`src/rtl/insn_decode_if.sv`:
```
// Fetch-to-decoder bus: one byte per accepted beat in, one held decoded instruction out.
// The fetch side (master) drives bytes, flush and pull; the decoder (slave) drives ready and results.
interface insn_decode_if;
    logic [7:0]  byte_in;
    logic        byte_valid;
    logic        byte_ready;
    logic        flush;
    logic        pull_decoded;
    logic        decoded_valid;
    logic [23:0] decoded_insn;
    logic        need_operand;
    logic        insn_noop;
    logic        insn_suspend;
    logic        insn_pull;
    logic        insn_jump;

    modport master (
        output byte_in, byte_valid, flush, pull_decoded,
        input  byte_ready, decoded_valid, decoded_insn, need_operand,
        input  insn_noop, insn_suspend, insn_pull, insn_jump
    );

    modport slave (
        input  byte_in, byte_valid, flush, pull_decoded,
        output byte_ready, decoded_valid, decoded_insn, need_operand,
        output insn_noop, insn_suspend, insn_pull, insn_jump
    );
endinterface

```
`src/rtl/insn_decode.sv`:
```
// Byte-serial instruction decoder: assembles opcode plus 0-2 operands into a held 24-bit word.
// Latency: valid on the edge accepting the last byte; backpressure: byte_ready low while holding unless pulled.
module insn_decode (
    input  logic         clk,
    input  logic         reset_n,
    insn_decode_if.slave dec_if
);
    typedef enum logic [1:0] {IDLE, OP1, OP2, HOLD} state_t;

    state_t      state_q, state_d;
    logic [23:0] insn_q, insn_d;
    logic        byte_rdy;
    logic        accept;

    function automatic logic [1:0] op_count(input logic [7:0] op);
        logic [1:0] n;
        if (op[7:4] == 4'h1) begin
            n = 2'd1;
        end else begin
            case (op[7:6])
                2'b10:   n = 2'd1;
                2'b11:   n = 2'd2;
                default: n = 2'd0;
            endcase
        end
        return n;
    endfunction

    // A pulled HOLD frees the slot in the same cycle so the next opcode lands without a bubble.
    assign byte_rdy = (state_q != HOLD) | dec_if.pull_decoded;
    assign accept   = dec_if.byte_valid & byte_rdy;

    always_ff @(posedge clk or negedge reset_n) begin
        if (!reset_n) begin
            state_q <= IDLE;
            insn_q  <= '0;
        end else begin
            state_q <= state_d;
            insn_q  <= insn_d;
        end
    end

    always_comb begin
        state_d = state_q;
        insn_d  = insn_q;
        if (dec_if.flush) begin
            state_d = IDLE;
            insn_d  = '0;
        end else begin
            case (state_q)
                IDLE, HOLD: begin
                    if (accept) begin
                        insn_d  = {dec_if.byte_in, 16'h0000};
                        state_d = (op_count(dec_if.byte_in) == 2'd0) ? HOLD : OP1;
                    end else if (state_q == HOLD && dec_if.pull_decoded) begin
                        state_d = IDLE;
                    end
                end
                OP1: begin
                    if (accept) begin
                        insn_d[15:8] = dec_if.byte_in;
                        state_d      = (op_count(insn_q[23:16]) == 2'd2) ? OP2 : HOLD;
                    end
                end
                OP2: begin
                    if (accept) begin
                        insn_d[7:0] = dec_if.byte_in;
                        state_d     = HOLD;
                    end
                end
            endcase
        end
    end

    always_comb begin
        dec_if.byte_ready    = byte_rdy;
        dec_if.decoded_valid = (state_q == HOLD);
        dec_if.need_operand  = (state_q == OP1) || (state_q == OP2);
        dec_if.decoded_insn  = insn_q;
        dec_if.insn_noop     = 1'b0;
        dec_if.insn_suspend  = 1'b0;
        dec_if.insn_pull     = 1'b0;
        dec_if.insn_jump     = 1'b0;
        if (state_q == HOLD) begin
            dec_if.insn_noop    = (insn_q[23:16] == 8'h00);
            dec_if.insn_suspend = (insn_q[23:16] == 8'h01);
            dec_if.insn_pull    = (insn_q[23:16] == 8'h02);
            dec_if.insn_jump    = (insn_q[23:20] == 4'h1);
        end
    end
endmodule
```
`src/flat_wrapper.sv`:
```
// flat-port wrapper written by rule: the top's interface ports become plain ports
module insn_decode_flat 
  (clk, reset_n, dec_if_byte_in, dec_if_byte_valid, dec_if_flush, dec_if_pull_decoded, dec_if_byte_ready, dec_if_decoded_valid, dec_if_decoded_insn, dec_if_need_operand, dec_if_insn_noop, dec_if_insn_suspend, dec_if_insn_pull, dec_if_insn_jump);
  insn_decode_if dec_if_i ();
  input  logic clk;
  input  logic reset_n;
  input wire logic [$bits(dec_if_i.byte_in)-1:0] dec_if_byte_in;
  input wire logic [$bits(dec_if_i.byte_valid)-1:0] dec_if_byte_valid;
  input wire logic [$bits(dec_if_i.flush)-1:0] dec_if_flush;
  input wire logic [$bits(dec_if_i.pull_decoded)-1:0] dec_if_pull_decoded;
  output wire logic [$bits(dec_if_i.byte_ready)-1:0] dec_if_byte_ready;
  output wire logic [$bits(dec_if_i.decoded_valid)-1:0] dec_if_decoded_valid;
  output wire logic [$bits(dec_if_i.decoded_insn)-1:0] dec_if_decoded_insn;
  output wire logic [$bits(dec_if_i.need_operand)-1:0] dec_if_need_operand;
  output wire logic [$bits(dec_if_i.insn_noop)-1:0] dec_if_insn_noop;
  output wire logic [$bits(dec_if_i.insn_suspend)-1:0] dec_if_insn_suspend;
  output wire logic [$bits(dec_if_i.insn_pull)-1:0] dec_if_insn_pull;
  output wire logic [$bits(dec_if_i.insn_jump)-1:0] dec_if_insn_jump;
  assign dec_if_i.byte_in = dec_if_byte_in;
  assign dec_if_i.byte_valid = dec_if_byte_valid;
  assign dec_if_i.flush = dec_if_flush;
  assign dec_if_i.pull_decoded = dec_if_pull_decoded;
  assign dec_if_byte_ready = dec_if_i.byte_ready;
  assign dec_if_decoded_valid = dec_if_i.decoded_valid;
  assign dec_if_decoded_insn = dec_if_i.decoded_insn;
  assign dec_if_need_operand = dec_if_i.need_operand;
  assign dec_if_insn_noop = dec_if_i.insn_noop;
  assign dec_if_insn_suspend = dec_if_i.insn_suspend;
  assign dec_if_insn_pull = dec_if_i.insn_pull;
  assign dec_if_insn_jump = dec_if_i.insn_jump;
  insn_decode u_core (.clk(clk), .reset_n(reset_n), .dec_if(dec_if_i));
endmodule
```
`config.mk`:
```
export PLATFORM = sky130hd
export DESIGN_NAME = insn_decode_flat
export DESIGN_NICKNAME = d
export VERILOG_FILES = /design/src/rtl/insn_decode_if.sv /design/src/rtl/insn_decode.sv /design/src/flat_wrapper.sv
export SDC_FILE = /design/constraint.sdc
export NUM_CORES = 1
export LEC_CHECK = 0
export CAP_MARGIN = 40
export CELL_PAD_IN_SITES_DETAIL_PLACEMENT = 1
export CELL_PAD_IN_SITES_GLOBAL_PLACEMENT = 2
export CORE_UTILIZATION = 27
export CTS_CLUSTER_DIAMETER = 80
export DETAILED_ROUTE_END_ITERATION = 16
export HOLD_SLACK_MARGIN = 0.05
export PLACE_DENSITY = 0.81
export SYNTH_ARGS = -nofsm -noshare
export SYNTH_HDL_FRONTEND = slang
export SYNTH_SLANG_ARGS = --single-unit
export TNS_END_PERCENT = 100
```
`constraint.sdc`:
```
create_clock -name clk -period 1.7 [get_ports clk]
set_input_delay 0.34 -clock clk [delete_from_list [all_inputs] [get_ports clk]]
set_output_delay 0.34 -clock clk [all_outputs]
set_load 0.02 [all_outputs]
```
==> results of run 1 <==
[power breakdown]
group / total, mW / internal, mW / switching, mW
clock: 0.335 / 0.158 / 0.176
sequential: 0.774 / 0.706 / 0.0684
combinational: 1.34 / 0.671 / 0.664
[per-layer routing]
layer | track usage | up-vias
met5 | 0 | -
met4 | 0.0511 | 0
met3 | 0.0202 | 6
met2 | 0.297 | 40
met1 | 0.213 | 602
li1 | - | 566
[per-stage QoR]
stage,worst slack [ns],utilization,cells
floorplan,-0.0681,-,110
global placement,-0.538,0.445,227
detailed placement,-0.595,0.445,227
CTS,-0.407,0.468,231
global route,-0.454,0.481,233
finish,-0.385,0.481,233
[final cells by class]
class / count / area [µm²] / area share
clock buffer: 3 / 41.3 / 0.0196
inverter: 6 / 25.0 / 0.0119
multi-input combinational: 72 / 651 / 0.308
sequential: 26 / 651 / 0.308
tap: 52 / 65.1 / 0.0308
timing repair buffer: 74 / 678 / 0.321
[worst max-delay path: stages, from the launching register on]
cell and delay (ns):
dfrtp_1 0.40, ha_4 0.14, or4b_4 0.49, nor3_4 0.14
and3_4 0.20, buf_6 0.11
[logic make-up (layout without fill, tap and decap cells)]
group	count (synthesis)	in the layout	synth area share
buf+inv	12	83	0.0402
compound gates	42	42	0.262
simple gates	27	27	0.146
flops	26	26	0.522
fa+ha+maj	3	3	0.0301
[path summary, 6_finish.rpt]
kind	startpoint	endpoint	slack, ns	cells after the start
setup / recovery	u_core.state_q[1]	dec_if_insn_pull	-0.38	5
max in group asynchronous	reset_n	u_core.dec_if.decoded_insn[18]	1.02	2
hold reg to reg	u_core.dec_if.decoded_insn[11]	u_core.dec_if.decoded_insn[11]	0.51	1
hold / removal	reset_n	u_core.dec_if.decoded_insn[14]	0.43	2
min in group clk	u_core.dec_if.decoded_insn[11]	u_core.dec_if.decoded_insn[11]	0.51	1
setup reg to reg	u_core.state_q[1]	u_core.dec_if.decoded_insn[3]	-0.12	8
[registers in the layout, indices dropped and copies added, names as in the netlist]
register / count
u_core.dec_if.decoded_insn: 24
u_core.state_q: 2
[what timing repair did]
action                     CTS  global route
setup endpoints to repair   29            27
resized for setup           50            14
cloned                       0             0
setup buffers                1             3
pin swaps                    6             8
[cells in the final DEF (no fill, tap or decap), types with 3 or more instances in the layout]
| cell type | instances |
|---|---|
| o31ai_1 | 7 |
| buf_4 | 30 |
| nand4_1 | 8 |
| clkdlybuf4s50_1 | 28 |
| dfrtp_1 | 26 |
| buf_6 | 7 |
| clkbuf_8 | 3 |
| dlygate4sd2_1 | 5 |
| a21oi_1 | 9 |
| inv_1 | 3 |
| a22o_1 | 16 |
| or2_4 | 3 |
| dlymetal6s2s_1 | 4 |
==> key figures, run 1 <==
Synthesis
  – Post-synth top area share: 0.522
  – EDFF count, synth: 0
  – Seq/Total Area, Yosys: 0.522
  – Mapped Area: around 1200 µm²
  – Main flop type after synthesis: dfrtp_1
  – Dominant cells by area after synthesis: dfrtp_1 52%, a22o_1 11%, o31ai_1 4.8%
  – Post-synth top cells: 26 x dfrtp_1, 16 x a22o_1, 9 x a21oi_1
  – Cell accounting for the most synthesized area: dfrtp_1
  – Ys Warns: 0
  – Count leader, synth: dfrtp_1
  – Syn avg cell area: roughly 11 µm²
  – Syn_nets: ~130
  – Post-Synthesis Cells: 110
  – Fraction of registers with async set/reset: 1.00
  – Register bit total from synthesis: 26
  – Post-synth cell types: 28

Status
  – Run status: finished with violations
  – Failing checks: negative setup slack

STA
  – Worst-Margin Slew: between 0.3 and 0.4 ns
  – Hold Vio Cnt, Final: 0
  – Setup TNS: -2.60 ns
  – Post-Route Skew: 0.00528 ns
  – FMAX: between 400 and 500 MHz
  – WHS: 0.428 ns
  – Slew margin rel.: 0.756
  – Final setup viols: 21
  – Fin crit period: ~2.1 ns
  – Final Slew Violations: 0
  – Unrepaired setup endpoints after global routing: yes
  – Period utilization: 1.23
  – Final worst slack: -0.385 ns

Detailed routing
  – Final WL: around 4000 µm
  – Detail Route met3 WL: around 160 µm
  – Total number of vias: around 1.2k
  – Drt pass-1 iters: 4
  – Post-route DRC: 0
  – Met2 routed WL: around 2000 µm
  – Detailed Route Iter0 Violations: 30
  – Vias per cell: between 5 and 6
  – Wire length per cell: approximately 17 µm
  – Detail Route Antenna Nets: 0
  – Metal1 wirelength: 1820 µm
  – Max Used Layer: met4

Layout
  – Net count, final: around 200
  – Area grow syn2layout: 69.4%
  – Antenna diodes: 0
  – Share of cells above drive strength 1: 0.348
  – Post-route cell area: about 2100 µm²
  – FILL cells: between 400 and 500

Pwr
  – Final Power: between 2 and 2.5 mW
  – Maximum VDD drop: between 0.3 and 0.4 mV
  – Leak: roughly 0.99 nW
  – PwrDens: roughly 1200 nW/µm²

Critical path
  – Critical Path Fanout Max: 3
  – CP Capture Type: primary output
  – CP Data Arrival Time: approximately 1.7 ns
  – Crit path launch type: register
  – Crit Path Class: register to primary output
  – Worst EP required: around 1.4 ns

Clock network
  – CTS Buf Count: 3
  – TritonCTS clock tree: yes
  – Clock sink count: 26
  – H-tree levels: 1
  – Clock Path Buffers: 2
  – Root Driver: clkbuf_8
  – Clk_lat worst skew: roughly 0.26 ns
  – CTS Hold Buffers Added: 0
  – Clk pin slew, worst setup/hold paths: roughly 0.090 ns

Place
  – # port buffers: 43
  – Hpwl dp: around 3000 µm
  – Placed Area: ~2000 µm²
  – GP Congestion: 0.752

Floorplan
  – Starting Density: 0.284
  – Die area: 4890 µm²
  – Die width: 69.9 µm
  – Core Box Area: approximately 4400 µm²
  – I/O pin cnt: 44
  – Cell Rows: 24
  – DIE HEIGHT: roughly 70 µm

GRT
  – Antenna violations before repair: 0
  – Vias in the first global route: roughly 1.4k
  – GRT Total Usage: 0.168
  – First-pass GRT wire length: around 6600 µm
  – GRT Residual Overflow: 0
  – Largest net degree at the start of global routing: 27

Run
  – Max_cap viols: 0

Min path
  – Hold WC Path Type: input port to asynchronous set/reset pin
Note: power is estimated with default switching activity, not from simulation.
==> run 2, diff against run 1 <==
--- a/config.mk
+++ b/config.mk
@@ -8,9 +8,11 @@
 export CAP_MARGIN = 40
 export CELL_PAD_IN_SITES_DETAIL_PLACEMENT = 1
 export CELL_PAD_IN_SITES_GLOBAL_PLACEMENT = 2
+export CORE_MARGIN = 2
 export CORE_UTILIZATION = 27
 export CTS_CLUSTER_DIAMETER = 80
 export DETAILED_ROUTE_END_ITERATION = 16
+export GPL_ROUTABILITY_DRIVEN = 1
 export HOLD_SLACK_MARGIN = 0.05
 export PLACE_DENSITY = 0.81
 export SYNTH_ARGS = -nofsm -noshare
==> run 2 against run 1 <==
  * The flow still finishes with violations (negative setup slack)
  * First-iteration DRC count fell by 10%
  * Register-to-register slack improved by 0.07 ns
  * Clock skew is 0.0035 ns lower
  * Critical path type unchanged
  * Critical path depth stayed put
  * Final cell count increased by 0.43%
  * Critical endpoint unchanged
  * Highest routed layer unchanged
==> key figures, run 2 (synthesized netlist as in run 1, its figures left out) <==
Layout
  – Finished Core Util: 0.487
  – Multi-input logic area: around 680 µm²
  – Reg area: about 650 µm²
  – Max FFs per register: 24
  – Net count, final: between 150 and 200
  – Post-Layout Cell Count: 234
  – Most common cell after layout, fill and taps aside: buf_4
  – Antenna diodes: 0
  – Share of cells above drive strength 1: 0.368
  – Area grow syn2layout: 72.4%
  – FILL cells: 458
  – Most frequent cells in the layout: 31 x buf_4, 28 x clkdlybuf4s50_1, 26 x dfrtp_1

Floorplan
  – Cell Rows: 24
  – Die width: between 70 and 80 µm
  – I/O pin cnt: 44
  – Starting Density: 0.282
  – Die area: 5170 µm²
  – Core Box Area: around 4400 µm²
  – DIE HEIGHT: 71.9 µm

Clock network
  – TritonCTS clock tree: yes
  – Clk pin slew, worst setup/hold paths: 0.09 ns
  – H-tree levels: 1
  – Root Driver: clkbuf_8
  – Clock Path Buffers: 2
  – Clock sink count: 26
  – Clk_lat worst skew: roughly 0.27 ns
  – CTS Buf Count: 3

STA
  – FMAX: 476 MHz
  – Unrepaired setup endpoints after global routing: yes
  – Post-Route Skew: 0.00179 ns
  – Period utilization: 1.24
  – Final Slew Violations: 0
  – Final worst slack: -0.400 ns
  – Worst-Margin Slew: around 0.44 ns
  – Final setup viols: 22
  – Fin crit period: between 2 and 2.5 ns
  – Hold Vio Cnt, Final: 0
  – Slew margin rel.: 0.707

Status
  – Failing checks: negative setup slack
  – Run status: finished with violations

Detailed routing
  – Total number of vias: 1,207
  – Detailed Route Iter0 Violations: 27
  – Vias per cell: 5.16
  – Final WL: just over 4000 µm
  – Detail Route Antenna Nets: 0
  – Wire length per cell: between 15 and 20 µm
  – Post-route DRC: 0
  – Drt pass-1 iters: 2

GRT
  – Vias in the first global route: 1,342
  – Antenna violations before repair: 0
  – GRT Total Usage: 0.172
  – First-pass GRT wire length: 6900 µm
  – GRT Residual Overflow: 0
  – Largest net degree at the start of global routing: 27

Critical path
  – Cells on worst reg2reg path: 8
  – CP Capture Type: primary output
  – Crit Path Class: register to primary output
  – Max incr delay on CP: approximately 0.5 ns
  – Critical Path Fanout Max: 3
  – Crit path launch type: register
  – Reg2Reg Launch Point: u_core.state_q[0]
  – Worst R2R End: u_core.dec_if.decoded_insn[3]
  – Worst EP required: 1.36 ns
  – R2r setup slk: -0.05 ns
  – CP max-delay cell: or4b_4
  – Critical path, cell by cell: ha_4, or4b_4, nor3_4, and3_4, buf_6
  – CP Data Arrival Time: around 1.8 ns

Run
  – Max_cap viols: 0

Place
  – Hpwl dp: approximately 3000 µm
  – Dpl cells: 228
  – # port buffers: 43
  – GP Congestion: 0.801

Pwr
  – Leak: 0.987 nW
  – PwrDens: approximately 1200 nW/µm²
  – Maximum VDD drop: 0.477 mV

Min path
  – Hold WC Path Type: input port to asynchronous set/reset pin
==> run 2: changes by cell type in the layout (fill, tap and decap cells not counted), sizes merged <==
cell	change
clkbuf	+1
dlygate4sd2	+1
dlymetal6s2s	-1
==> run 2: repair_timing <==
| action | CTS | global route |
|---|---|---|
| setup buffers | 3 | 1 |
| endpoints found under the setup margin | 30 | 31 |
| pin swaps | 5 | 2 |
| gates cloned | 0 | 0 |
| hold buffers | 0 | 0 |
| gates resized for setup | 50 | 17 |
==> run 2: critical path: cells and delay by family, from the launching register on <==
family | cells | cell delay [ns]
adders and majority gates | 1 | 0.14
buffers and inverters | 1 | 0.11
DFF | 1 | 0.41
and+or+nand+nor | 3 | 0.83
==> run 2: power breakdown <==
| group | internal (mW) | switching, mW | total [mW] |
|---|---|---|---|
| Sequential | 0.706 | 0.0691 | 0.775 |
| Clock | 0.207 | 0.191 | 0.398 |
| Combinational | 0.671 | 0.705 | 1.38 |
==> run 2: area by class of cell <==
class                   instances  share of cell area
repair buffers                 74               0.312
inverters                       6              0.0116
well taps                      52              0.0303
clock buffers                   4              0.0256
multi-input cells              72               0.317
flip-flops and latches         26               0.303
==> run 2: worst max path at each step <==
| stage | startpoint | endpoint | slack (ns) |
|---|---|---|---|
| floorplan | u_core.state_q[1] | dec_if_insn_pull | -0.07 |
| global placement | u_core.state_q[1] | dec_if_insn_pull | -0.54 |
| detailed placement | u_core.state_q[1] | dec_if_insn_pull | -0.57 |
| CTS | u_core.state_q[1] | dec_if_insn_pull | -0.39 |
| global route | u_core.state_q[0] | dec_if_insn_pull | -0.46 |
| finish | u_core.state_q[0] | dec_if_insn_pull | -0.40 |
==> run 2: through the flow <==
step | total power [mW] | setup TNS [ns] | cell area (µm²) | hold slack (ns) | setup WS (ns)
3_5_place_dp | 1.93 | -5.62 | 1960 | 0.480 | -0.566
3_3_place_gp | 1.90 | -4.34 | 1960 | 0.487 | -0.537
2_1_floorplan | 1.35 | -0.196 | 1270 | 0.0444 | -0.0681
6_report | 2.55 | -1.79 | 2150 | 0.428 | -0.400
5_1_grt | 2.72 | -3.17 | 2150 | 0.463 | -0.464
4_1_cts | 2.44 | -2.16 | 2070 | 0.435 | -0.393
==> run 2: per-layer routing <==
layer / vias up / GRT usage / wire length (µm)
met1: 602 / 0.232 / 1770
met3: 4 / 0.0333 / 203
li1: 566 / - / -
met2: 35 / 0.286 / 2050
met5: - / 0 / 0
met4: 0 / 0.0440 / 38
==> run 3, diff against run 2 <==
--- a/config.mk
+++ b/config.mk
@@ -5,7 +5,6 @@
 export SDC_FILE = /design/constraint.sdc
 export NUM_CORES = 1
 export LEC_CHECK = 0
-export CAP_MARGIN = 40
 export CELL_PAD_IN_SITES_DETAIL_PLACEMENT = 1
 export CELL_PAD_IN_SITES_GLOBAL_PLACEMENT = 2
 export CORE_MARGIN = 2
==> results of run 3 <==
Same layout as run 2: the final DEF is identical, and so are final timing and power.
